--- config.mk ---
export PLATFORM = sky130hd
export DESIGN_NAME = step_sched
export DESIGN_NICKNAME = d
export VERILOG_FILES = /design/src/rtl/step_sched.sv
export SDC_FILE = /design/constraint.sdc
export NUM_CORES = 1
export LEC_CHECK = 0
export BUFFER_PORTS_ARGS = -buffer_cell sky130_fd_sc_hd__buf_2
export CORE_ASPECT_RATIO = 2
export CORE_UTILIZATION = 30
export CTS_BUF_LIST = sky130_fd_sc_hd__clkbuf_8
export DETAILED_ROUTE_END_ITERATION = 12
export HOLD_SLACK_MARGIN = 0.12
export PLACE_DENSITY_LB_ADDON = 0.3
export SYNTH_ARGS = -nofsm -noshare
export SYNTH_HDL_FRONTEND = slang
export SYNTH_SLANG_ARGS = --single-unit
--- constraint.sdc ---
create_clock -name clk -period 5.8 [get_ports clk]
set_input_delay 0.58 -clock clk [delete_from_list [all_inputs] [get_ports clk]]
set_output_delay 0.58 -clock clk [all_outputs]
set_load 0.02 [all_outputs]
--- src/rtl/step_sched.sv ---
// Round-robin step scheduler: grants one of four channels, captures its sample,
// and advances that channel's phase/cycle counters when the sample changes.
module step_sched #(
    parameter int NCH = 4
) (
    input  logic        clk,
    input  logic        reset,
    input  logic [3:0]  req,
    input  logic [15:0] sample_bus,
    output logic [3:0]  grant,
    output logic        busy,
    output logic        done,
    output logic [1:0]  done_chan,
    output logic        done_changed,
    output logic [2:0]  done_phase,
    output logic [7:0]  done_cycles
);

    typedef enum logic [1:0] {
        IDLE    = 2'd0,
        CAPTURE = 2'd1,
        UPDATE  = 2'd2
    } state_t;

    state_t      state, state_nxt;
    logic [1:0]  ch, last_ch, pick, idx;
    logic        found;
    logic [3:0]  samp_sel, samp_p1;
    logic        changed_p1;
    logic [3:0]  prev   [NCH];
    logic [2:0]  phase  [NCH];
    logic [7:0]  cycles [NCH];
    logic [2:0]  phase_nxt;
    logic [7:0]  cycles_nxt;

    // Search starts one past the last served channel and wraps on the 2-bit index.
    always_comb begin
        pick  = last_ch;
        found = 1'b0;
        idx   = '0;
        for (int k = 1; k <= NCH; k++) begin
            idx = last_ch + 2'(k);
            if (!found && req[idx]) begin
                pick  = idx;
                found = 1'b1;
            end
        end
    end

    always_comb begin
        state_nxt = state;
        case (state)
            IDLE:    if (found) state_nxt = CAPTURE;
            CAPTURE: state_nxt = UPDATE;
            UPDATE:  state_nxt = IDLE;
            default: state_nxt = IDLE;
        endcase
    end

    assign busy       = (state != IDLE);
    assign grant      = busy ? (4'b0001 << ch) : 4'b0000;
    assign samp_sel   = sample_bus[{ch, 2'b00} +: 4];
    assign phase_nxt  = changed_p1 ? phase[ch] + 3'd1 : phase[ch];
    assign cycles_nxt = (changed_p1 && phase[ch] == 3'd0) ? cycles[ch] + 8'd1 : cycles[ch];

    // Capture stage: sample and compare result are only consumed in UPDATE.
    always_ff @(posedge clk) begin
        if (state == CAPTURE) begin
            samp_p1    <= samp_sel;
            changed_p1 <= (samp_sel != prev[ch]);
        end
    end

    // Update stage: per-channel state and completion report.
    always_ff @(posedge clk or posedge reset) begin
        if (reset) begin
            state        <= IDLE;
            ch           <= 2'd0;
            last_ch      <= 2'd3;
            done         <= 1'b0;
            done_chan    <= 2'd0;
            done_changed <= 1'b0;
            done_phase   <= 3'd0;
            done_cycles  <= 8'd0;
            for (int i = 0; i < NCH; i++) begin
                prev[i]   <= 4'h0;
                phase[i]  <= 3'd0;
                cycles[i] <= 8'd0;
            end
        end else begin
            state <= state_nxt;
            done  <= 1'b0;
            if (state == IDLE && found)
                ch <= pick;
            if (state == UPDATE) begin
                prev[ch]     <= samp_p1;
                phase[ch]    <= phase_nxt;
                cycles[ch]   <= cycles_nxt;
                last_ch      <= ch;
                done         <= 1'b1;
                done_chan    <= ch;
                done_changed <= changed_p1;
                done_phase   <= phase_nxt;
                done_cycles  <= cycles_nxt;
            end
        end
    end

endmodule

==> results of run 1 <==
## power by group through the flow
stage | logic, uW | clock network (uW) | registers, uW
floorplan | 935 | 0 | 1050
global placement | 1210 | 0 | 1080
detailed placement | 1240 | 0 | 1100
CTS | 1240 | 386 | 1080
global route | 1340 | 405 | 1120
finish | 1210 | 367 | 1080
## cell usage after synthesis (2+ instances only)
cell type  number
a21oi_1        20
a32o_1          2
and3_1          2
buf_2           6
buf_4           2
buf_6           2
clkbuf_1        7
dfrtp_1        79
dfstp_2         2
edfxtp_1        5
ha_1            3
inv_1           9
mux2_2         18
mux2i_1         5
mux4_1          2
mux4_2         16
nand2_1        51
nand2b_1        4
nand3_1         2
nand4_1         3
nand4_2         2
nor2_1         27
nor2b_1         2
o21ai_0        22
o21ai_1        12
xnor2_1         7
xor2_1          3
xor2_2          3
## kinds of logic (layout without fill, tap and decap cells)
logic type	Yosys count	after routing	share of synthesized area, %
xor gates and xnor gates	13	13	3.451
adders and majority gates	3	3	0.9498
muxes	41	41	16.84
DFF	86	86	55.14
buffers and inverters	27	72	3.324
and+or+nand+nor	100	100	11.46
AOI/OAI and AO/OA	62	62	8.833
## worst max path at each step
| stage | slack [ns] | to | from | depth (start not counted) |
|---|---|---|---|---|
| 2_1_floorplan | 3.14 | ch[0] | reset | 1 |
| 3_3_place_gp | 2.66 | cycles[14] | ch[0] | 9 |
| 3_5_place_dp | 2.54 | cycles[14] | ch[0] | 9 |
| 4_1_cts | 2.52 | cycles[14] | ch[0] | 9 |
| 5_1_grt | 2.31 | cycles[14] | ch[0] | 9 |
| 6_report | 2.58 | cycles[14] | ch[0] | 9 |
## final cells by class
cell class,instances,area [sq um],area share (%)
clock buffer,10,137.6,3.083
clock inverter,6,30.03,0.6726
inverter,9,35.03,0.7848
multi-input combinational,219,1642,36.77
sequential,86,2180,48.82
tap,152,190.2,4.260
timing repair buffer,47,250.2,5.605
## flip-flops by register name, indices dropped and copies added, names as in the netlist, 2 cells and up
| signal | count |
|---|---|
| last_ch | 2 |
| ch | 2 |
| samp_p1 | 4 |
| done_cycles | 8 |
| state | 2 |
| done_phase | 3 |
| cycles | 32 |
| prev | 16 |
| phase | 12 |
| done_chan | 2 |
## through the flow
step	power, uW	cells
after detailed placement	2332	513
after global routing	2861	529
after CTS	2708	529
final	2659	529
after global placement	2290	513
after floorplan	1986	332
## tightest hold or removal path, stage by stage (launching register included)
cell and delay (ns):
dfrtp_1 0.34, nand2_1 0.04, o21ai_0 0.06
## routing by layer
metal / GRT usage, % / share of wire (%) / up-vias
li1: - / - / 1241
met1: 14.10 / 38 / 1239
met2: 25.78 / 56 / 46
met3: 2.915 / 2.6 / 18
met4: 7.524 / 3.4 / 0
met5: 0 / 0 / -
==> impl_results.md, run 1 <==
- Status: finished, final reports clean
- Vias in the first global route: 2729
- GRT Util Overall: 13.78%
- Design area: 0.004464 sq mm
- IO buf count: 41
- Crit start category: flop
- Clock power share: 13.8%
- Share of cells above drive strength 1: 28.38%
- HP Start: phase[1]
- FP Rows: 59
- Syn avg cell area: 11.91 sq um
- Final WS setup: 2.578 ns
- Die W: 83.17 microns
- Bufs on Longest Clock Path: 2
- Syn nets: 357
- Ys Warns: 0
- Post-synth top area cell: dfrtp_1
- RR Endpoint: cycles[14]
- TritonCTS buffer count: 9
- GPL Wtd Cong: 0.7765
- DR DRC count: 0
- Max Fclk: 310.3 MHz
- Hold buffer count at cts: 0
- Critical Path Max Stage Delay: 0.81 ns
- Nets: 397
- H-tree Lvls: 3
- Sw Share: 40.98%
- Ys flop type: dfrtp_1
- Number of distinct library cells after synthesis: 42
- Clock slew at reported path FFs: 0.08 ns
- Ordered cell list for the critical path: buf_4, mux4_2, inv_1, ha_1, nand3_1, o22ai_4, nand4_1, xor2_1, o21ai_0
- Period utilization: 55.56%
- WP data required: 6.02 ns
- DP Wirelength: 6.258 mm
- RSZ-0062 raised after global routing: false
- Via density: 4.809
- Starting Density: 30.60%
- Max-cap violation count: 0
- Post-synth EDFFs: 5
- Die Span Y: 164.3 microns
- Total grt overflow: 0
- Area contributors post-synth: dfrtp_1, mux4_2, mux2_2
- CP arrival: 3.44 ns
- Placed Area: 0.004297 sq mm
- Sequential share of the synthesized area: 55.14%
- Post-CTS Resized: 0
- Ant diodes: 0
- Worst hold endpoint: phase[1]
- Internal power: 1569 uW
- Pleak: 0.001999 uW
- Worst hold path type: flop to flop
- CP Buf/Inv Count: 2
- Setup bufs post-CTS: 0
- Initial drt markers: 135
- Slew margin rel.: 19.12%
- Final setup skew: 0.006850 ns
- Gate Count Post-Synth: 332
- CTS tree: yes
- Vias after detailed routing: 2544
- Reg-to-reg startpoint: ch[0]
- Layout area overhead: 12.95%
- DR WL/cell: 16.58 microns
- Largest net degree at the start of global routing: 82
- Post-synthesis register bit count: 86
- Clock root buffer: clkbuf_8
- Initial antenna violation count: 0
- Switching power: 1090 uW
- Async set-reset flop share out of synthesis: 94.19%
- Synthesized area: 0.003953 sq mm
- Num ports: 42
- Seq pwr share: 40.7%
- Commonest non-fill, non-tap cells in the layout: dfrtp_1, nand2_1, buf_2
- Slowest-stage cell, CP: dfrtp_1
- Hold_ws: 0.4793 ns
- DP Worst Slack: 2.544 ns
- Clock sinks: 86
- Commonest non-fill, non-tap cell in the layout: dfrtp_1
- CP Class: flop to flop
- Max Slew Vio Count: 0
- Setup violations, final: 0
- Final Hold Fails: 0
- Final min period: 3.222 ns
- Slew of the pin with the lowest slew margin: 1.209 ns
- Die area: 0.01367 sq mm
- Final Util: 34.56%
- Drt total wl: 8.772 mm
- Worst Setup End Kind: flop
- Synth top area share: 50.02%
- Worst R2R Path Depth: 9
- Peak supply drop: 0.0003009 V
- Part of the power in combinational logic: 45.5%
- Fillers: 1259
- First-pass GRT wire length: 14.21 mm
- Remaining antenna violation count: 0
- Hold path depth: 2
- Worst-Skew Late Latency: 0.36 ns
- Power density cells: 595.6 mW/mm^2
- Top delay family on crit path: flip-flops
- Crit Path Max Fanout: 17
- Core area: 0.01292 sq mm
- Sum of negative setup slack: 0 ns
- Setup slack, reg-to-reg: 2.58 ns
- 1st-pass router iterations: 4
Note: power is estimated with default switching activity, not from simulation.
==> run 2, diff against run 1 <==
- clock period: 5.8 -> 3.3 ns (I/O delays scaled with it)
==> run 2 against run 1 <==
Maximum frequency rose by 26%. Largest cell class unchanged. Count of clock-buffer cells in the layout fell by 1. Design area rose by 1.4%. Critical path type unchanged.
==> impl_results.md, run 2 (synthesized netlist as in run 1, its figures left out) <==
- Clock slew at reported path FFs: 0.09 ns (about the same)
- Via density: 4.906 (+2.0%)
- Seq pwr share: 38.8% (-1.9 points)
- CP Class: flop to flop
- First-pass GRT wire length: 15.10 mm (+6.2%)
- Top flop regs: cycles x32, prev x16, phase x12
- Drt total wl: 9.010 mm (+2.7%)
- Highest metal used: met4
- Part of the power in combinational logic: 46.7% (+1.2 points)
- Commonest non-fill, non-tap cell in the layout: dfrtp_1
- Fillers: 1272 (+1.0%)
- Worst-Skew Late Latency: 0.37 ns (about the same)
- Starting Density: 30.60% (unchanged)
- Total area of sequential cells: 0.002180 sq mm (unchanged)
- Setup slack, reg-to-reg: 0.74 ns (-1.83 ns)
- RSZ-0062 raised after global routing: false
- Launch point of the critical path: ch[0]
- Setup violations, final: 0 (unchanged)
- Peak supply drop: 0.0004435 V (+47%)
- Initial drt markers: 72 (-47%)
- Ant diodes: 0 (unchanged)
- Final WS setup: 0.7434 ns (-1.834 ns)
- Internal power: 2782 uW (+77%)
- Num ports: 42 (unchanged)
- Reg-to-reg startpoint: ch[0]
- Period utilization: 77.47% (+22 points)
- Met1 WL: 3.525 mm (+4.9%)
- Crit Path Max Fanout: 8 (-9)
- Setup crit end: cycles[4]
- GPL Wtd Cong: 0.7719 (-0.59%)
- Met2 Wirelength: 5.048 mm (+3.3%)
- Sum of negative setup slack: 0 ns (unchanged)
- Routed wl met3: 235 microns (+4.0%)
- Core area: 0.01292 sq mm (unchanged)
- TritonCTS buffer count: 9 (unchanged)
- Remaining antenna violation count: 0 (unchanged)
- Status: finished, final reports clean
- Die area: 0.01367 sq mm (unchanged)
- DR WL/cell: 16.87 microns (+1.8%)
- Layout area overhead: 14.53%
- Slew of the pin with the lowest slew margin: 0.8214 ns (-0.3874 ns)
- 1st-pass router iterations: 4 (unchanged)
- Worst hold path type: input pin to flop
- Final min period: 2.557 ns (-0.6658 ns)
- DP Worst Slack: 0.7297 ns (-1.814 ns)
- Final setup skew: 0.01821 ns (+0.01136 ns)
- Die Span Y: 164.3 microns (unchanged)
- Total grt overflow: 0 (unchanged)
- Sw Share: 41.47% (+0.49 points)
- Nets: 402 (+1.3%)
- GRT Util Overall: 14.61% (+0.83 points)
- Clock power share: 14.5% (+0.7 points)
- Slowest-stage cell, CP: dfrtp_1
- IO buf count: 41 (unchanged)
- Worst R2R Path Depth: 8 (-1)
- Vias after detailed routing: 2620 (+3.0%)
- Multi-input logic area: 0.001642 sq mm (unchanged)
- WP data required: 3.53 ns (-2.49 ns)
- Switching power: 1971 uW (+81%)
- Design area: 0.004527 sq mm (+1.4%)
- Largest net degree at the start of global routing: 35 (-57%)
- Final Util: 35.04% (+0.48 points)
- FP Rows: 59 (unchanged)
- Final Hold Fails: 0 (unchanged)
- Bufs on Longest Clock Path: 2 (unchanged)
- Clock sinks: 86 (unchanged)
- Max-cap violation count: 0 (unchanged)
- Slew margin rel.: 45.09% (+26 points)
- CTS tree: yes
- Max reg flops: 32 (unchanged)
- H-tree Lvls: 3 (unchanged)
- Commonest non-fill, non-tap cells in the layout: dfrtp_1, nand2_1, buf_2
- Pleak: 0.002026 uW (+1.3%)
- Initial antenna violation count: 0 (unchanged)
- Die W: 83.17 microns (unchanged)
- Crit start category: flop
- Vias in the first global route: 2878 (+5.5%)
- Max Fclk: 391.1 MHz (+26%)
- Max Slew Vio Count: 0 (unchanged)
- Worst Setup End Kind: flop
- Power density cells: 1050 mW/mm^2 (+76%)
- CP arrival: 2.79 ns (-0.65 ns)
- Ordered cell list for the critical path: mux4_2, inv_1, ha_1, nand3_1, o22ai_4, nand4_1, xor2_1, o21ai_0
- Critical Path Max Stage Delay: 0.62 ns (-0.19 ns)
- Share of cells above drive strength 1: 29.58% (+1.2 points)
- Top reg by flops: cycles
- Post-CTS Resized: 0 (unchanged)
- RR Endpoint: cycles[4]
- DR DRC count: 0 (unchanged)
- DP Wirelength: 6.555 mm (+4.7%)
- Placed Area: 0.004339 sq mm (+0.99%)
- Clock root buffer: clkbuf_8
-- run 2: cell count changes in the layout (fill, tap and decap cells not counted) --
cell	delta
buf_12	+1
buf_4	+3
clkbuf_8	-1
clkinv_2	-2
clkinv_4	+1
dlygate4sd3_1	+1
inv_1	-2
inv_4	+1
inv_6	+3
-- run 2: layout make-up --
| cell class | instances | area share (%) |
|---|---|---|
| Multi-Input combinational cell | 219 | 36.26 |
| Inverter | 9 | 0.7739 |
| Clock buffer | 9 | 2.736 |
| Sequential cell | 86 | 48.15 |
| Timing Repair Buffer | 52 | 6.689 |
| Tap cell | 152 | 4.201 |
| Clock inverter | 7 | 1.189 |
-- run 2: worst min-delay path by stage --
| stage | endpoint | start | cells after the start | slack [ns] |
|---|---|---|---|---|
| 2_1_floorplan | cycles[20] | cycles[20] | 2 | 0.44 |
| 3_3_place_gp | done_cycles[3] | reset | 2 | 0.33 |
| 3_5_place_dp | done_cycles[5] | reset | 2 | 0.33 |
| 4_1_cts | state[0] | req[3] | 3 | 0.35 |
| 5_1_grt | samp_p1[3] | sample_bus[11] | 2 | 0.38 |
| 6_report | state[0] | req[3] | 3 | 0.38 |
-- run 2: repair_timing --
| action | in CTS | in global routing |
|---|---|---|
| hold buffers | 1 | 0 |
| hold endpoints to repair | 20 | 0 |
| setup buffers | 0 | 0 |
-- run 2: power groups by stage --
stage / combinational, uW / clock, uW / sequential [uW]
detailed placement: 2250 / 0 / 1880
global route: 2460 / 760 / 1910
CTS: 2260 / 710 / 1850
finish: 2220 / 688 / 1840
global placement: 2200 / 0 / 1850
floorplan: 1640 / 0 / 1850
-- run 2: worst max-delay path: cells and delay by family, from the launching register on --
family | cells | cell delay [ns]
AOI/OAI and AO/OA | 2 | 0.49
xor gates and xnor gates | 1 | 0.37
adders and majority gates | 1 | 0.16
buffers and inverters | 1 | 0.08
DFF | 1 | 0.62
muxes | 1 | 0.41
and+or+nand+nor | 2 | 0.31
-- run 2: per-layer routing --
metal | GRT usage, % | up-vias
met3 | 2.814 | 12
met1 | 15.25 | 1308
li1 | - | 1252
met4 | 6.740 | 0
met5 | 0 | -
met2 | 27.79 | 48
-- run 2: per-stage QoR --
| step | instances | power, uW | hold WS [ns] |
|---|---|---|---|
| after global placement | 517 | 4058 | 0.3349 |
| after CTS | 534 | 4822 | 0.3492 |
| after global routing | 534 | 5138 | 0.3778 |
| final | 534 | 4753 | 0.3757 |
| after floorplan | 332 | 3491 | 0.4416 |
| after detailed placement | 517 | 4128 | 0.3349 |
